==> config.mk <==
export PLATFORM = sky130hd
export DESIGN_NAME = branch_resolve_queue
export DESIGN_NICKNAME = d
export VERILOG_FILES = /design/src/rtl/bp_pkg.sv /design/src/rtl/bp_sat_counter.sv /design/src/rtl/branch_resolve_queue.sv
export SDC_FILE = /design/constraint.sdc
export NUM_CORES = 1
export LEC_CHECK = 0
export BUFFER_PORTS_ARGS = -buffer_cell sky130_fd_sc_hd__buf_2
export CAP_MARGIN = 20
export CORE_MARGIN = 3
export CORE_UTILIZATION = 50
export CTS_CLUSTER_SIZE = 8
export DETAILED_ROUTE_END_ITERATION = 16
export PLACE_DENSITY = 0.86
export SYNTH_ARGS = -nofsm -noshare
export SYNTH_HDL_FRONTEND = slang
export SYNTH_HIERARCHICAL = 1
export SYNTH_SLANG_ARGS = --single-unit
==> constraint.sdc <==
create_clock -name clk -period 2.6 [get_ports clk]
set_input_delay 0.26 -clock clk [delete_from_list [all_inputs] [get_ports clk]]
set_output_delay 0.26 -clock clk [all_outputs]
set_load 0.01 [all_outputs]
==> src/rtl/bp_pkg.sv <==
// Shared constants and helpers for the branch-prediction training path.
package bp_pkg;

    localparam logic BP_TAKEN     = 1'b1;
    localparam logic BP_NOT_TAKEN = 1'b0;

    localparam int BP_DEPTH = 4;
    localparam int BP_CNT_W = 16;
    localparam int BP_PTR_W = $clog2(BP_DEPTH) + 1;

    // True when the resolved direction disagrees with the stored prediction.
    function automatic logic bp_is_mispredict(input logic predicted, input logic actual);
        return (predicted != actual);
    endfunction

endpackage

==> src/rtl/bp_sat_counter.sv <==
// Increment-enable counter that sticks at its all-ones maximum.
module bp_sat_counter #(
    parameter int W = 16
) (
    input  logic         clk,
    input  logic         rst_n,
    input  logic         inc,
    output logic [W-1:0] count
);

    localparam logic [W-1:0] MAX_VAL = {W{1'b1}};
    localparam logic [W-1:0] ONE_VAL = {{(W-1){1'b0}}, 1'b1};

    // Count enabled events, holding once the maximum is reached.
    always_ff @(posedge clk or negedge rst_n) begin
        if (!rst_n) begin
            count <= {W{1'b0}};
        end else if (inc && (count != MAX_VAL)) begin
            count <= count + ONE_VAL;
        end else begin
            count <= count;
        end
    end

endmodule

==> src/rtl/branch_resolve_queue.sv <==
// In-order queue of issued predictions; on resolve it trains the predictor,
// flags mispredicts, squashes wrong-path entries and keeps accuracy counts.
module branch_resolve_queue
    import bp_pkg::*;
#(
    parameter int DEPTH = BP_DEPTH,
    parameter int CNT_W = BP_CNT_W
) (
    input  logic                     clk,
    input  logic                     rst_n,
    input  logic                     pred_valid,
    input  logic                     pred_taken,
    output logic                     pred_ready,
    input  logic                     resolve_valid,
    input  logic                     resolve_taken,
    output logic                     upd_result,
    output logic                     upd_taken,
    output logic                     mispredict,
    output logic [$clog2(DEPTH):0]   occupancy,
    output logic [CNT_W-1:0]         resolved_cnt,
    output logic [CNT_W-1:0]         mispred_cnt,
    output logic                     err
);

    localparam int IDX_W = $clog2(DEPTH);
    localparam int PTR_W = IDX_W + 1;
    localparam logic [PTR_W-1:0] PTR_ONE = {{(PTR_W-1){1'b0}}, 1'b1};

    logic [DEPTH-1:0] mem_r;
    logic [PTR_W-1:0] wr_ptr_r;
    logic [PTR_W-1:0] rd_ptr_r;
    logic [PTR_W-1:0] occ_r;
    logic [PTR_W-1:0] wr_ptr_nxt_s;
    logic [PTR_W-1:0] rd_ptr_nxt_s;
    logic             full_s;
    logic             empty_s;
    logic             push_s;
    logic             pop_s;
    logic             mis_s;
    logic             entry_s;
    logic             upd_result_r;
    logic             upd_taken_r;
    logic             mispredict_r;
    logic             err_r;

    assign full_s  = (wr_ptr_r[PTR_W-1] != rd_ptr_r[PTR_W-1]) &&
                     (wr_ptr_r[IDX_W-1:0] == rd_ptr_r[IDX_W-1:0]);
    assign empty_s = (wr_ptr_r == rd_ptr_r);
    assign push_s  = pred_valid && !full_s;
    assign pop_s   = resolve_valid && !empty_s;
    assign entry_s = mem_r[rd_ptr_r[IDX_W-1:0]];
    assign mis_s   = pop_s && bp_is_mispredict(entry_s, resolve_taken);

    // Next pointers: a mispredict collapses the queue behind the popped entry.
    always_comb begin
        rd_ptr_nxt_s = rd_ptr_r;
        wr_ptr_nxt_s = wr_ptr_r;
        if (pop_s) begin
            rd_ptr_nxt_s = rd_ptr_r + PTR_ONE;
        end else begin
            rd_ptr_nxt_s = rd_ptr_r;
        end
        if (mis_s) begin
            wr_ptr_nxt_s = rd_ptr_r + PTR_ONE;
        end else if (push_s) begin
            wr_ptr_nxt_s = wr_ptr_r + PTR_ONE;
        end else begin
            wr_ptr_nxt_s = wr_ptr_r;
        end
    end

    // Pointer, occupancy and sticky error state.
    always_ff @(posedge clk or negedge rst_n) begin
        if (!rst_n) begin
            wr_ptr_r <= {PTR_W{1'b0}};
            rd_ptr_r <= {PTR_W{1'b0}};
            occ_r    <= {PTR_W{1'b0}};
            err_r    <= 1'b0;
        end else begin
            wr_ptr_r <= wr_ptr_nxt_s;
            rd_ptr_r <= rd_ptr_nxt_s;
            occ_r    <= wr_ptr_nxt_s - rd_ptr_nxt_s;
            err_r    <= err_r | (pred_valid && full_s) | (resolve_valid && empty_s);
        end
    end

    // Prediction storage; a push racing a flush is wrong-path and not kept.
    always_ff @(posedge clk or negedge rst_n) begin
        if (!rst_n) begin
            mem_r <= {DEPTH{1'b0}};
        end else if (push_s && !mis_s) begin
            mem_r[wr_ptr_r[IDX_W-1:0]] <= pred_taken;
        end else begin
            mem_r <= mem_r;
        end
    end

    // Training outputs, one cycle after the resolving edge.
    always_ff @(posedge clk or negedge rst_n) begin
        if (!rst_n) begin
            upd_result_r <= 1'b0;
            upd_taken_r  <= BP_NOT_TAKEN;
            mispredict_r <= 1'b0;
        end else begin
            upd_result_r <= pop_s;
            upd_taken_r  <= pop_s ? resolve_taken : upd_taken_r;
            mispredict_r <= mis_s;
        end
    end

    bp_sat_counter #(.W(CNT_W)) u_resolved_cnt (
        .clk   (clk),
        .rst_n (rst_n),
        .inc   (pop_s),
        .count (resolved_cnt)
    );

    bp_sat_counter #(.W(CNT_W)) u_mispred_cnt (
        .clk   (clk),
        .rst_n (rst_n),
        .inc   (mis_s),
        .count (mispred_cnt)
    );

    assign pred_ready = !full_s;
    assign occupancy  = occ_r;
    assign upd_result = upd_result_r;
    assign upd_taken  = upd_taken_r;
    assign mispredict = mispredict_r;
    assign err        = err_r;

endmodule

* Word-level counts from Yosys, hierarchy flattened *
Index checks and enable logic that the tools add are counted.

storage, ports and cells
  logic and storage cells = 47
  output and inout port bits = 40
  register bits = 49

cells by class
  multiplexer cells = 8
  bitwise operators = 2
  add/subtract/negate cells = 5
  reductions and logical operators = 13
  $lt $le $gt $ge = 3
  eq/ne operators = 6

operator list
  operator                                                                number
  16-bit by 1-bit adder with 16-bit output (second input constant)        2
  16-bit inequality test (second input constant)                          2
  1-bit logical AND                                                       10
  3-bit 2-to-1 mux                                                        3
  3-bit by 1-bit adder with 3-bit output (second input constant)          2
  2-bit by 3-bit < comparator with 1-bit output (second input constant)   2
  4-bit bitwise mux                                                       1
  3-bit == test                                                           1
  1-bit zero test                                                         3
  3-bit subtractor                                                        1
  1-bit binary-select mux with 2-bit select                               1
  1-bit demux with 2-bit select                                           1
  2-bit == test                                                           1
  2-bit by 1-bit >= comparator with 1-bit output (second input constant)  1
  1-bit 2-to-1 mux                                                        2
  1-bit inequality test                                                   2
  1-bit OR                                                                2

* Longest topological paths before layout *
  depth in word-level cells = 7
  gate-level depth with buffers = 8
  mapped depth without buffers = 7

* Cells and area by module *
The synthesis kept the hierarchy.

modules (own cells, without submodules)
  module                cells an instance  area each (sq um)  seq. area each (sq um)  times used
  bp_sat_counter        72                 859.6              400.4                   2
  branch_resolve_queue  82                 970.9              425.4                   1

* Worst setup path before layout *
No wires, ideal clock.

  path type = register -> register
  start point = register rd_ptr_r[0]
  end point = register occ_r[2] (netlist: occupancy[2])
  cell stages (with the launch flop) = 9
  data required time = 2471 ps
  arrival = 2472 ps
  path slack = -1 ps
  clock period less this slack = 2601 ps
  path through = dfrtp_1 -> xor2_1 -> o31a_2 -> nor2b_2 -> buf_6 -> mux2_4 -> ha_1 -> fa_1 -> xor2_1

on the way
  elaborated cells on any way between the ends = 16
  classes of those cells = add/sub: 2; eq/ne: 3; mux: 5; reduce/logical: 6

RTL lines
  item                    line                        source
  from (decl)             branch_resolve_queue.sv:31  logic [PTR_W-1:0] rd_ptr_r;
  from (signal assigned)  branch_resolve_queue.sv:76  rd_ptr_r <= {PTR_W{1'b0}};
  from (signal assigned)  branch_resolve_queue.sv:81  rd_ptr_r <= rd_ptr_nxt_s;
  3-bit == test           branch_resolve_queue.sv:48  assign empty_s = (wr_ptr_r == rd_ptr_r);
  1-bit zero test         branch_resolve_queue.sv:50  assign pop_s = resolve_valid && !empty_s;
  1-bit logical AND       branch_resolve_queue.sv:50
  net pop_s               branch_resolve_queue.sv:38  logic pop_s;
  1-bit logical AND       branch_resolve_queue.sv:52  assign mis_s = pop_s && bp_is_mispredict(entry_s, resolve_taken);
  net mis_s               branch_resolve_queue.sv:39  logic mis_s;
  3-bit 2-to-1 mux        branch_resolve_queue.sv:63  if (mis_s) begin
  3-bit subtractor        branch_resolve_queue.sv:82  occ_r <= wr_ptr_nxt_s - rd_ptr_nxt_s;
  to (signal assigned)    branch_resolve_queue.sv:77  occ_r <= {PTR_W{1'b0}};
  to (signal assigned)    branch_resolve_queue.sv:82
  to (decl)               branch_resolve_queue.sv:32  logic [PTR_W-1:0] occ_r;

The timed path passes the listed nets, and every way through them passes these cells. The select of a mux whose other input is x is not followed.
A chain may end at the register's enable or synchronous reset.

* Final worst setup path *
  start point = register rd_ptr_r[0]
  end point = register occ_r[2] (netlist: occupancy[2])

on the way
  cells in the longest elaborated chain, start to end = 7
  elaborated cells on any way between the ends = 16
  classes of those cells = add/sub: 2; eq/ne: 3; mux: 5; reduce/logical: 6

ends and longest elaborated chain
  item                line                        source
  2-bit == test       branch_resolve_queue.sv:47  (wr_ptr_r[IDX_W-1:0] == rd_ptr_r[IDX_W-1:0]);
  1-bit logical AND   branch_resolve_queue.sv:46  assign full_s = (wr_ptr_r[PTR_W-1] != rd_ptr_r[PTR_W-1]) &&
  1-bit zero test     branch_resolve_queue.sv:49  assign push_s = pred_valid && !full_s;
  1-bit logical AND   branch_resolve_queue.sv:49
  3-bit 2-to-1 mux    branch_resolve_queue.sv:65  end else if (push_s) begin
  3-bit 2-to-1 mux    branch_resolve_queue.sv:63
  3-bit subtractor *  branch_resolve_queue.sv:82

Every way passes the cells marked *; elsewhere a longest branch is shown, timed or not. The select of a mux whose other input is x is not followed.

==> run_results.csv <==
group,metric,value,unit
floorplanning,ios,46,
detailed_routing,post_drt_wl_per_cell,16.27,µm
finish,nets,298,
synth,seq_area_frac_synth,45.58,%
synth,synthCells,226,
timing,setup_viol,0,
synth,synth_area_per_cell,11.90,µm²
placed_design,finalWeightedCongestion,0.8716,
timing,period_share,94.47,%
clock_network,cts_setup_buffers,0,
finish,drive_gt1_share,31.69,%
floorplanning,fp.dieW,79.35,µm
detailed_routing,ant_nets,0,
synth,synth_top_area_share,45.58,%
synth,syn_area,0.002690,mm²
min_path,hold_path.class,"in2reg",
finish,final-instance-count-excl-fill,354,
critical_path,worstPathRequired,2.79,ns
critical_path,critPathLaunchType,"flop",
synth,synth_async_sr_flop_share,100.0,%
timing,tns,0,ns
detailed_routing,wl,5.759,mm
clock_network,cts_made_buffers,5,
critical_path,arrival,2.65,ns
global_routing,track_usage,19.66,%
critical_path,path_max_fanout,2,
timing,period_needed,2.456,ns
synth,syn-num-nets,241,
global_routing,grt_remaining_overflow,0,
global_routing,grt_max_degree,28,
detailed_routing,vias_per_cell,5.805,
timing,hold_viol,0,
finish,area_growth,17.86,%
placed_design,dpl.cell_count,345,
synth,yosysWarnings,6,
detailed_routing,num_vias,2055,
clock_network,cts.sinks,49,
floorplanning,die_h,79.35,µm
synth,synth_common_cells,"dfrtp_1, nand2_1, nand4_1",
timing,rsz0062_at_grt,"false",
floorplanning,die_area,0.006296,mm²
outcome,status,"finished, final reports clean",
clock_network,h-tree-depth,2,
critical_path,crit_type,"reg2reg",
flow_run,maxCapViolCount,0,
synth,ys_ff_latch,49,
pwr,p_per_area,1065,mW/mm²
timing,max_freq,0.4071,GHz
timing,skew,0.007596,ns
floorplanning,start_util,52.34,%
global_routing,grt_pass1_vias,1977,
global_routing,grt_pass1_wl,9.673,mm
timing,fin_hold_ws,0.2190,ns
placed_design,hpwlAfterDp,4.213,mm
synth,synthTopCellsByArea,"dfrtp_1, xnor2_1, ha_1, nand4_1, xor2_1",
synth,synth.largest_area_cell,"dfrtp_1",
clock_network,insertion_delay,0.31,ns
pwr,p_leak,1.466,nW
critical_path,end_kind,"flop",
finish,fillCellCount,436,
detailed_routing,dr.pass1.iters,4,
finish,fin_util,61.68,%
pwr,vdd_ir_drop_max,501.3,µV
timing,worstMarginPinSlew,0.6060,ns
clock_network,ctsLongestPathBuffers,2,
placed_design,port_buffers,45,
timing,slew_headroom,59.60,%
synth,synth_edf_count,0,
clock_network,cts_tree,"yes",
floorplanning,core_area,0.005140,mm²
pwr,power.total,3.376,mW
synth,synth.most_common_cell,"dfrtp_1",
detailed_routing,first_iter_violations,92,
clock_network,root_buffer,"clkbuf_8",
detailed_routing,drc_errors,0,
clock_network,clkTransAtPathRegs,0.09,ns
synth,ys_types,46,
timing,slew_violations,0,
global_routing,antenna_found_initial,0,
floorplanning,rows,26,
finish,antennaDiodeCount,0,
synth,synth_ff_type,"dfrtp_1",
[critical path: stages, from the launching register on]
cell and delay [ns]:
dfrtp_1 0.38, mux4_2 0.54, xnor2_2 0.18, nor2b_2 0.16, mux2_4 0.33, ha_1 0.22, fa_1 0.38, xor2_1 0.17
[placed cells by master, fill, tap and decap left out, drive strengths merged, types with 3 or more instances in the layout]
cell type	netlist	final
a21oi	7	7
a31oi	7	7
and3	4	4
and4	6	6
buf	1	50
clkbuf	0	7
dfrtp	49	49
ha	8	8
inv	6	6
mux2	9	9
nand2	17	17
nand3	12	12
nand4	20	20
nor2	9	9
nor3	5	5
nor3b	5	5
nor4	4	4
o21a	10	10
o21ai	3	3
o31ai	4	4
xnor2	15	15
xor2	10	10
[layer usage]
layer / track usage (%) / up-vias / part of all wire [%]
li1: - / 960 / -
met1: 25.55 / 1016 / 42
met2: 32.74 / 70 / 51
met3: 3.968 / 9 / 5.6
met4: 6.701 / 0 / 1.4
met5: 0 / - / 0
[metrics by stage]
stage	worst slack (ns)	instance area, µm²
3_5_place_dp	0.1463	3037
2_1_floorplan	0.01086	2698
3_3_place_gp	0.2210	3037
6_report	0.1438	3171
4_1_cts	0.08982	3163
5_1_grt	0.01302	3171
[power breakdown]
part / switching (mW) / internal, mW
Sequential: 0.260 / 0.997
Combinational: 0.860 / 0.693
Clock: 0.252 / 0.314
[final cells by class]
cell class                 count  area, µm²  share of cell area, %
multi-input combinational    170       1445                  45.58
inverter                       6      22.52                 0.7103
clock inverter                 1      30.03                 0.9471
timing repair buffer          51      272.8                  8.603
tap                           70      87.58                  2.762
clock buffer                   7      86.33                  2.723
sequential                    49       1226                  38.67
[timing repair]
| action | CTS | global route |
|---|---|---|
| hold buffers | 1 | 0 |
| endpoints found under the hold margin | 26 | 0 |
| resized for setup | 0 | 1 |
| endpoints found under the setup margin | 0 | 1 |
[state kept, by name (all words and copies together), names as in the netlist]
signal and count:
rd_ptr_r 3, u_resolved_cnt/count 16, mem_r 4, wr_ptr_r 3, upd_result 1, mispredict 1
err 1, occupancy 3, u_mispred_cnt/count 16, upd_taken 1
[kinds of logic (layout without fill, tap and decap cells)]
group                    Yosys count  after routing  synth area share, %
flip-flops                        49             49                45.58
multiplexers                      11             11                5.116
AND/OR/NAND/NOR                   85             85                23.58
AO/OA/AOI/OAI                     40             40                11.58
XOR/XNOR                          25             25                8.419
adder cells (fa/ha/maj)            9              9                4.465
buffers and inverters              7             65                1.256
[worst paths after layout]
| check | start | end | slack, ns | depth (start not counted) |
|---|---|---|---|---|
| worst min register to register | err | err | 0.46 | 1 |
| worst max register to register | rd_ptr_r[0] | occupancy[2] | 0.14 | 7 |
| min in group asynchronous | rst_n | u_resolved_cnt/count[15] | 0.50 | 2 |
| worst max-delay path | rd_ptr_r[0] | occupancy[2] | 0.14 | 7 |
| max in group asynchronous | rst_n | u_resolved_cnt/count[2] | 1.37 | 3 |
| worst min-delay path | pred_taken | mem_r[0] | 0.22 | 2 |
Power figures use the tool's default switching activity.
